### src/rtl/pipe_pkg.sv
// pipe_pkg: shared control-bit and lane indices for the 16-bit core's pipeline registers.
package pipe_pkg;
   localparam int DEF_DATA_W     = 16;
   localparam int CTRL_REGWRITE  = 0;
   localparam int CTRL_MEMTOREG  = 1;
   localparam int CTRL_MEMWRITE  = 2;
   localparam int CTRL_REGDST    = 3;
   localparam int CTRL_ALUOP_LSB = 4;
   localparam int CTRL_ALUOP_W   = 4;
   localparam int LANE_PC        = 0;
   localparam int LANE_DATA1     = 1;
   localparam int LANE_DATA2     = 2;
   localparam int LANE_INSTR     = 3;
endpackage

### src/rtl/pipe_slot.sv
// pipe_slot: one valid+data+ctrl entry; clear beats load and returns ctrl to the safe value,
// while data is held so a bubble costs no data-path toggling.
module pipe_slot #(
   parameter int                W              = 64,
   parameter int                CTRL_W         = 8,
   parameter logic [CTRL_W-1:0] FLUSH_CTRL_VAL = '0
) (
   input  logic              clk,
   input  logic              rst,
   input  logic              load_i,
   input  logic              clr_i,
   input  logic [W-1:0]      data_i,
   input  logic [CTRL_W-1:0] ctrl_i,
   output logic              valid_o,
   output logic [W-1:0]      data_o,
   output logic [CTRL_W-1:0] ctrl_o
);
   logic              valid_q, valid_d;
   logic [W-1:0]      data_q, data_d;
   logic [CTRL_W-1:0] ctrl_q, ctrl_d;

   always_comb begin
      valid_d = clr_i ? 1'b0 : (load_i ? 1'b1 : valid_q);
      data_d  = (load_i & ~clr_i) ? data_i : data_q;
      ctrl_d  = clr_i ? FLUSH_CTRL_VAL : (load_i ? ctrl_i : ctrl_q);
   end

   always_ff @(posedge clk or negedge rst) begin
      if (!rst) begin
         valid_q <= 1'b0;
         data_q  <= '0;
         ctrl_q  <= FLUSH_CTRL_VAL;
      end else begin
         valid_q <= valid_d;
         data_q  <= data_d;
         ctrl_q  <= ctrl_d;
      end
   end

   assign valid_o = valid_q;
   assign data_o  = data_q;
   assign ctrl_o  = ctrl_q;
endmodule

### src/rtl/pipe_stage_reg.sv
// pipe_stage_reg: valid/ready inter-stage register with flush bubbles and a saturating stall counter.
// Define PIPE_SKID_BUFFER_EN to add a skid entry and make in_ready a pure register output.
module pipe_stage_reg import pipe_pkg::*; #(
   parameter int                DATA_W         = DEF_DATA_W,
   parameter int                NUM_LANES      = 4,
   parameter int                CTRL_W         = 8,
   parameter logic [CTRL_W-1:0] FLUSH_CTRL_VAL = '0,
   parameter int                CNT_W          = 8
) (
   input  logic                        clk,
   input  logic                        rst,
   input  logic                        flush,
   input  logic                        in_valid,
   output logic                        in_ready,
   input  logic [NUM_LANES*DATA_W-1:0] in_data,
   input  logic [CTRL_W-1:0]           in_ctrl,
   output logic                        out_valid,
   input  logic                        out_ready,
   output logic [NUM_LANES*DATA_W-1:0] out_data,
   output logic [CTRL_W-1:0]           out_ctrl,
   output logic [CNT_W-1:0]            stall_count
);
   localparam int W = NUM_LANES * DATA_W;

   logic              out_fire, main_load, main_clr;
   logic [W-1:0]      main_data;
   logic [CTRL_W-1:0] main_ctrl;
   logic [CNT_W-1:0]  cnt_q, cnt_d;

   assign out_fire = out_valid & out_ready;

`ifdef PIPE_SKID_BUFFER_EN
   logic              skid_valid, acc, skid_load;
   logic [W-1:0]      skid_data;
   logic [CTRL_W-1:0] skid_ctrl;

   // in_ready can read 1 during a flush, so acceptance is gated here instead
   assign in_ready  = ~skid_valid;
   assign acc       = in_valid & in_ready & ~flush;
   assign skid_load = acc & out_valid & ~out_ready;
   assign main_load = skid_valid ? out_fire : acc & ~skid_load;
   assign main_data = skid_valid ? skid_data : in_data;
   assign main_ctrl = skid_valid ? skid_ctrl : in_ctrl;

   pipe_slot #(.W(W), .CTRL_W(CTRL_W), .FLUSH_CTRL_VAL(FLUSH_CTRL_VAL)) u_skid (
      .clk     (clk),
      .rst     (rst),
      .load_i  (skid_load),
      .clr_i   (flush | out_fire),
      .data_i  (in_data),
      .ctrl_i  (in_ctrl),
      .valid_o (skid_valid),
      .data_o  (skid_data),
      .ctrl_o  (skid_ctrl)
   );
`else
   assign in_ready  = ~flush & (~out_valid | out_ready);
   assign main_load = in_valid & in_ready;
   assign main_data = in_data;
   assign main_ctrl = in_ctrl;
`endif

   // a delivered entry with nothing behind it leaves a bubble
   assign main_clr = flush | (out_fire & ~main_load);

   pipe_slot #(.W(W), .CTRL_W(CTRL_W), .FLUSH_CTRL_VAL(FLUSH_CTRL_VAL)) u_main (
      .clk     (clk),
      .rst     (rst),
      .load_i  (main_load),
      .clr_i   (main_clr),
      .data_i  (main_data),
      .ctrl_i  (main_ctrl),
      .valid_o (out_valid),
      .data_o  (out_data),
      .ctrl_o  (out_ctrl)
   );

   assign cnt_d = (out_valid & ~out_ready & ~&cnt_q) ? cnt_q + 1'b1 : cnt_q;

   always_ff @(posedge clk or negedge rst) begin
      if (!rst) cnt_q <= '0;
      else      cnt_q <= cnt_d;
   end

   assign stall_count = cnt_q;
endmodule

### config.mk
export PLATFORM = sky130hd
export DESIGN_NAME = pipe_stage_reg
export DESIGN_NICKNAME = d
export VERILOG_FILES = /design/src/rtl/pipe_pkg.sv /design/src/rtl/pipe_slot.sv /design/src/rtl/pipe_stage_reg.sv
export SDC_FILE = /design/constraint.sdc
export NUM_CORES = 1
export LEC_CHECK = 0
export ABC_AREA = 1
export CAP_MARGIN = 25
export CELL_PAD_IN_SITES_DETAIL_PLACEMENT = 0
export CELL_PAD_IN_SITES_GLOBAL_PLACEMENT = 1
export CORE_MARGIN = 10
export CORE_UTILIZATION = 29
export CTS_BUF_LIST = sky130_fd_sc_hd__clkbuf_2
export DETAILED_ROUTE_END_ITERATION = 16
export PLACE_DENSITY = 0.93
export SLEW_MARGIN = 20
export SYNTH_ARGS = -nofsm -noshare
export SYNTH_HDL_FRONTEND = slang
export SYNTH_SLANG_ARGS = --single-unit
export TNS_END_PERCENT = 1
### constraint.sdc
create_clock -name clk -period 1.6 [get_ports clk]
set_input_delay 0.24 -clock clk [delete_from_list [all_inputs] [get_ports clk]]
set_output_delay 0.24 -clock clk [all_outputs]
set_load 0.03 [all_outputs]
==> results by group <==
Clock network
  • Htree depth: 3
  • Clock transition at path regs: 180 ps
  • CTS tree: built
  • Bufs on Longest Clock Path: 2
  • Clk_lat worst skew: 510 ps
  • Num CTS Buffers: 9
  • Clk root buf: clkbuf_2
  • Clk sinks: 81

Synthesis
  • Largest cells by area after synthesis: dfrtp_1 (62%), nand2_1 (28%), nand3_1 (1.7%), buf_4 (1.4%), buf_2 (1.2%)
  • Synth Net Count: 454
  • Post-Syn Instances: 376
  • FF+latch count, synth: 81
  • Top-count cell post-synth: nand2_1
  • Top cell type's share of synthesized area: 62.43%
  • Post-synth top flop: dfrtp_1
  • Post-synth ARST share: 100.0%
  • Synthesis warning total: 0
  • Cell taking the most area after synthesis: dfrtp_1
  • Number of synthesized flops with an enable pin: 0
  • Post-synthesis cell type count: 18
  • Sequential fraction of the synthesis area: 62.43%
  • Mapped Area: 3247 um^2
  • Synth top cells by count: nand2_1 (239), dfrtp_1 (81), nand3_1 (11), inv_1 (9)
  • Syn_area_per_cell: 8.635 um^2

Die
  • Cell row count: 38
  • Core Area: 10890 um^2
  • Die Height: 125.8 um
  • Die X: 125.8 um
  • Initial core utilization: 29.82%
  • Die area: 15830 um^2
  • Boundary Pins: 159

Power and ir drop
  • Internal power: 3.184 mW
  • Comb pwr share: 34.3%
  • Peak supply drop: 438.8 uV
  • Pwr Total: 5.141 mW
  • Switch share: 38.06%
  • Pwr Density: 1034 nW/um^2
  • Sequential power share: 49.5%
  • Share of total power in the clock network: 16.2%
  • Leak pwr: 2.605 nW
  • Switch Pwr: 1.957 mW

Worst setup path
  • CP max-delay cell: dfrtp_1
  • Critical path depth in cells: 4
  • Flop2flop setup slack: 170 ps
  • Worst Setup End Kind: output port
  • CP most frequent cell: nor2_4
  • CP arrival: 1320 ps
  • Worst-path fanout max: 3
  • CP peak stage delay: 460 ps
  • RR Startpoint: stall_count[0]$_DFFE_PN0P_
  • Worst-case reg-to-reg path depth: 8
  • Startpoint Class: flop
  • Critical path buffers and inverters: 2
  • CP delay by family, top: flip-flops
  • WS Path Type: flop to output port
  • CP required: 1360 ps
  • CP cell instances: inv_2 -> nor2_4 -> nor2_4 -> buf_6
  • Worst Setup SP: u_main.valid_o$_DFFE_PN0P_

Drt
  • Iteration-0 DRC Markers: 163
  • Router iterations before antenna repair: 4
  • Wirelength per Cell: 14.88 um
  • ANT nets after route: 0
  • Via density per instance: 4.270
  • Routed WL: 10.24 mm
  • Vias: 2938
  • DRC errors left: 0

GRT
  • Largest net degree at the start of global routing: 42
  • Overflow after GRT: 0
  • Initial antenna violation count: 0
  • Overall Global Routing Usage: 12.74%
  • First-pass GRT wire length: 16.63 mm
  • Vias in the first global route: 3149

Cells and area
  • Area growth syn-to-layout: 53.18%
  • Antenna fix cells: 0
  • Layout cells sized above 1: 21.72%
  • Final non-filler cell total: 688
  • Final net count: 624

STA
  • Worst slew margin: 73.80%
  • Worst hold slack: 195.8 ps
  • Max-slew violations: 0
  • Max Freq: 640.1 MHz
  • Final Hold Fails: 0
  • Setup violators final: 0
  • Crit path time final: 1562 ps
  • Setup repair after global routing missed its margin: yes
  • Tcrit/Tclk final: 97.65%
  • Least-Margin Pin Slew: 393.0 ps
  • Clock skew: 31.96 ps

Run
  • Max-cap violations: 0

Run status
  • Status: finished clean

Place
  • DP HPWL: 7.735 mm
  • GPL Wtd Cong: 0.7922
  • Placed cells: 672
  • # port buffers: 158

Hold path
  • Hold Path Class: primary input to asynchronous set/reset pin
-- final cells by class --
| class | count | area [um^2] |
|---|---|---|
| repair buffers | 173 | 1563 |
| multi-input cells | 270 | 1096 |
| well taps | 140 | 175.2 |
| clock inverters | 2 | 8.758 |
| clock buffers | 11 | 55.05 |
| flip-flops and latches | 81 | 2032 |
| inverters | 11 | 43.79 |
| fillers | 1054 | 5914 |
-- cells in the final DEF, fill, tap and decap left out, drive strengths merged --
cell type      netlist  layout
a31oi                1       1
buf                 14      20
clkbuf               0      58
clkdlybuf4s15        0      30
clkdlybuf4s50        0      75
clkinv               0       2
dfrtp               81      81
dlygate4sd3          0       1
ha                   1       1
inv                 11      11
nand2              241     241
nand3               11      11
nand4                2       2
nor2                10      10
o21ai                1       1
xnor2                1       1
xor2                 2       2
-- power by group through the flow --
stage,Sequential (mW),Clock [mW],Combinational (mW)
2_1_floorplan,3.15,0,0.380
3_3_place_gp,2.56,0,1.98
3_5_place_dp,2.57,0,2.00
4_1_cts,2.54,0.887,1.88
5_1_grt,2.59,0.974,1.91
6_report,2.54,0.832,1.76
-- metal layers --
layer / GRT usage (%) / share of wire, %
met5: 0 / 0
met2: 20.47 / 47
met4: 4.086 / 0.97
met1: 14.55 / 42
met3: 6.334 / 9.5
-- state kept, by name, indices dropped and copies added, names as in the netlist --
| register | flops |
|---|---|
| u_main.valid_o | 1 |
| u_main.data_o | 64 |
| u_main.ctrl_o | 8 |
| stall_count | 8 |
-- cells by family (layout without fill, tap and decap cells) --
group / count (synthesis) / count (layout) / share of synthesized area (%)
buffers and inverters: 25 / 197 / 3.969
xor gates and xnor gates: 3 / 3 / 0.8094
adders and majority gates: 1 / 1 / 0.3853
AOI/OAI and AO/OA: 2 / 2 / 0.5393
and+or+nand+nor: 264 / 264 / 31.87
DFF: 81 / 81 / 62.43
-- worst register-to-register path, cell delays in order (launching register included) --
cell	delay (ps)
dfrtp_1	460
ha_1	210
nand2_1	70
nor2_1	150
nand2_1	150
nand2_4	130
inv_2	70
nand2_1	60
nand2_1	50
-- worst paths after layout --
kind / endpoint
max: in_ready
max in group asynchronous: u_main.data_o[11]$_DFFE_PN0P_
min reg2reg: u_main.data_o[60]$_DFFE_PN0P_
min in group clk: u_main.data_o[27]$_DFFE_PN0P_
max reg2reg: stall_count[0]$_DFFE_PN0P_
min: stall_count[6]$_DFFE_PN0P_
-- timing repair --
item / 4_1_cts / 5_1_grt
gates resized for setup: 184 / 72
setup buffers: 0 / 2
hold endpoints to repair: 81 / 0
pin swaps: 0 / 1
setup endpoints to repair: 82 / 63
hold buffers: 1 / 0
-- stage by stage --
step	setup TNS, ps	utilization [%]	setup slack, ps	cell area, um^2
finish	0	45.68	37.64	4974
global route	-157.9	45.68	-104.1	4974
CTS	-126.6	47.68	-68.86	5191
detailed placement	0	46.76	57.13	5091
global placement	0	46.76	66.52	5091
floorplan	0	-	88.40	3247
(Power assumes the default switching activity.)
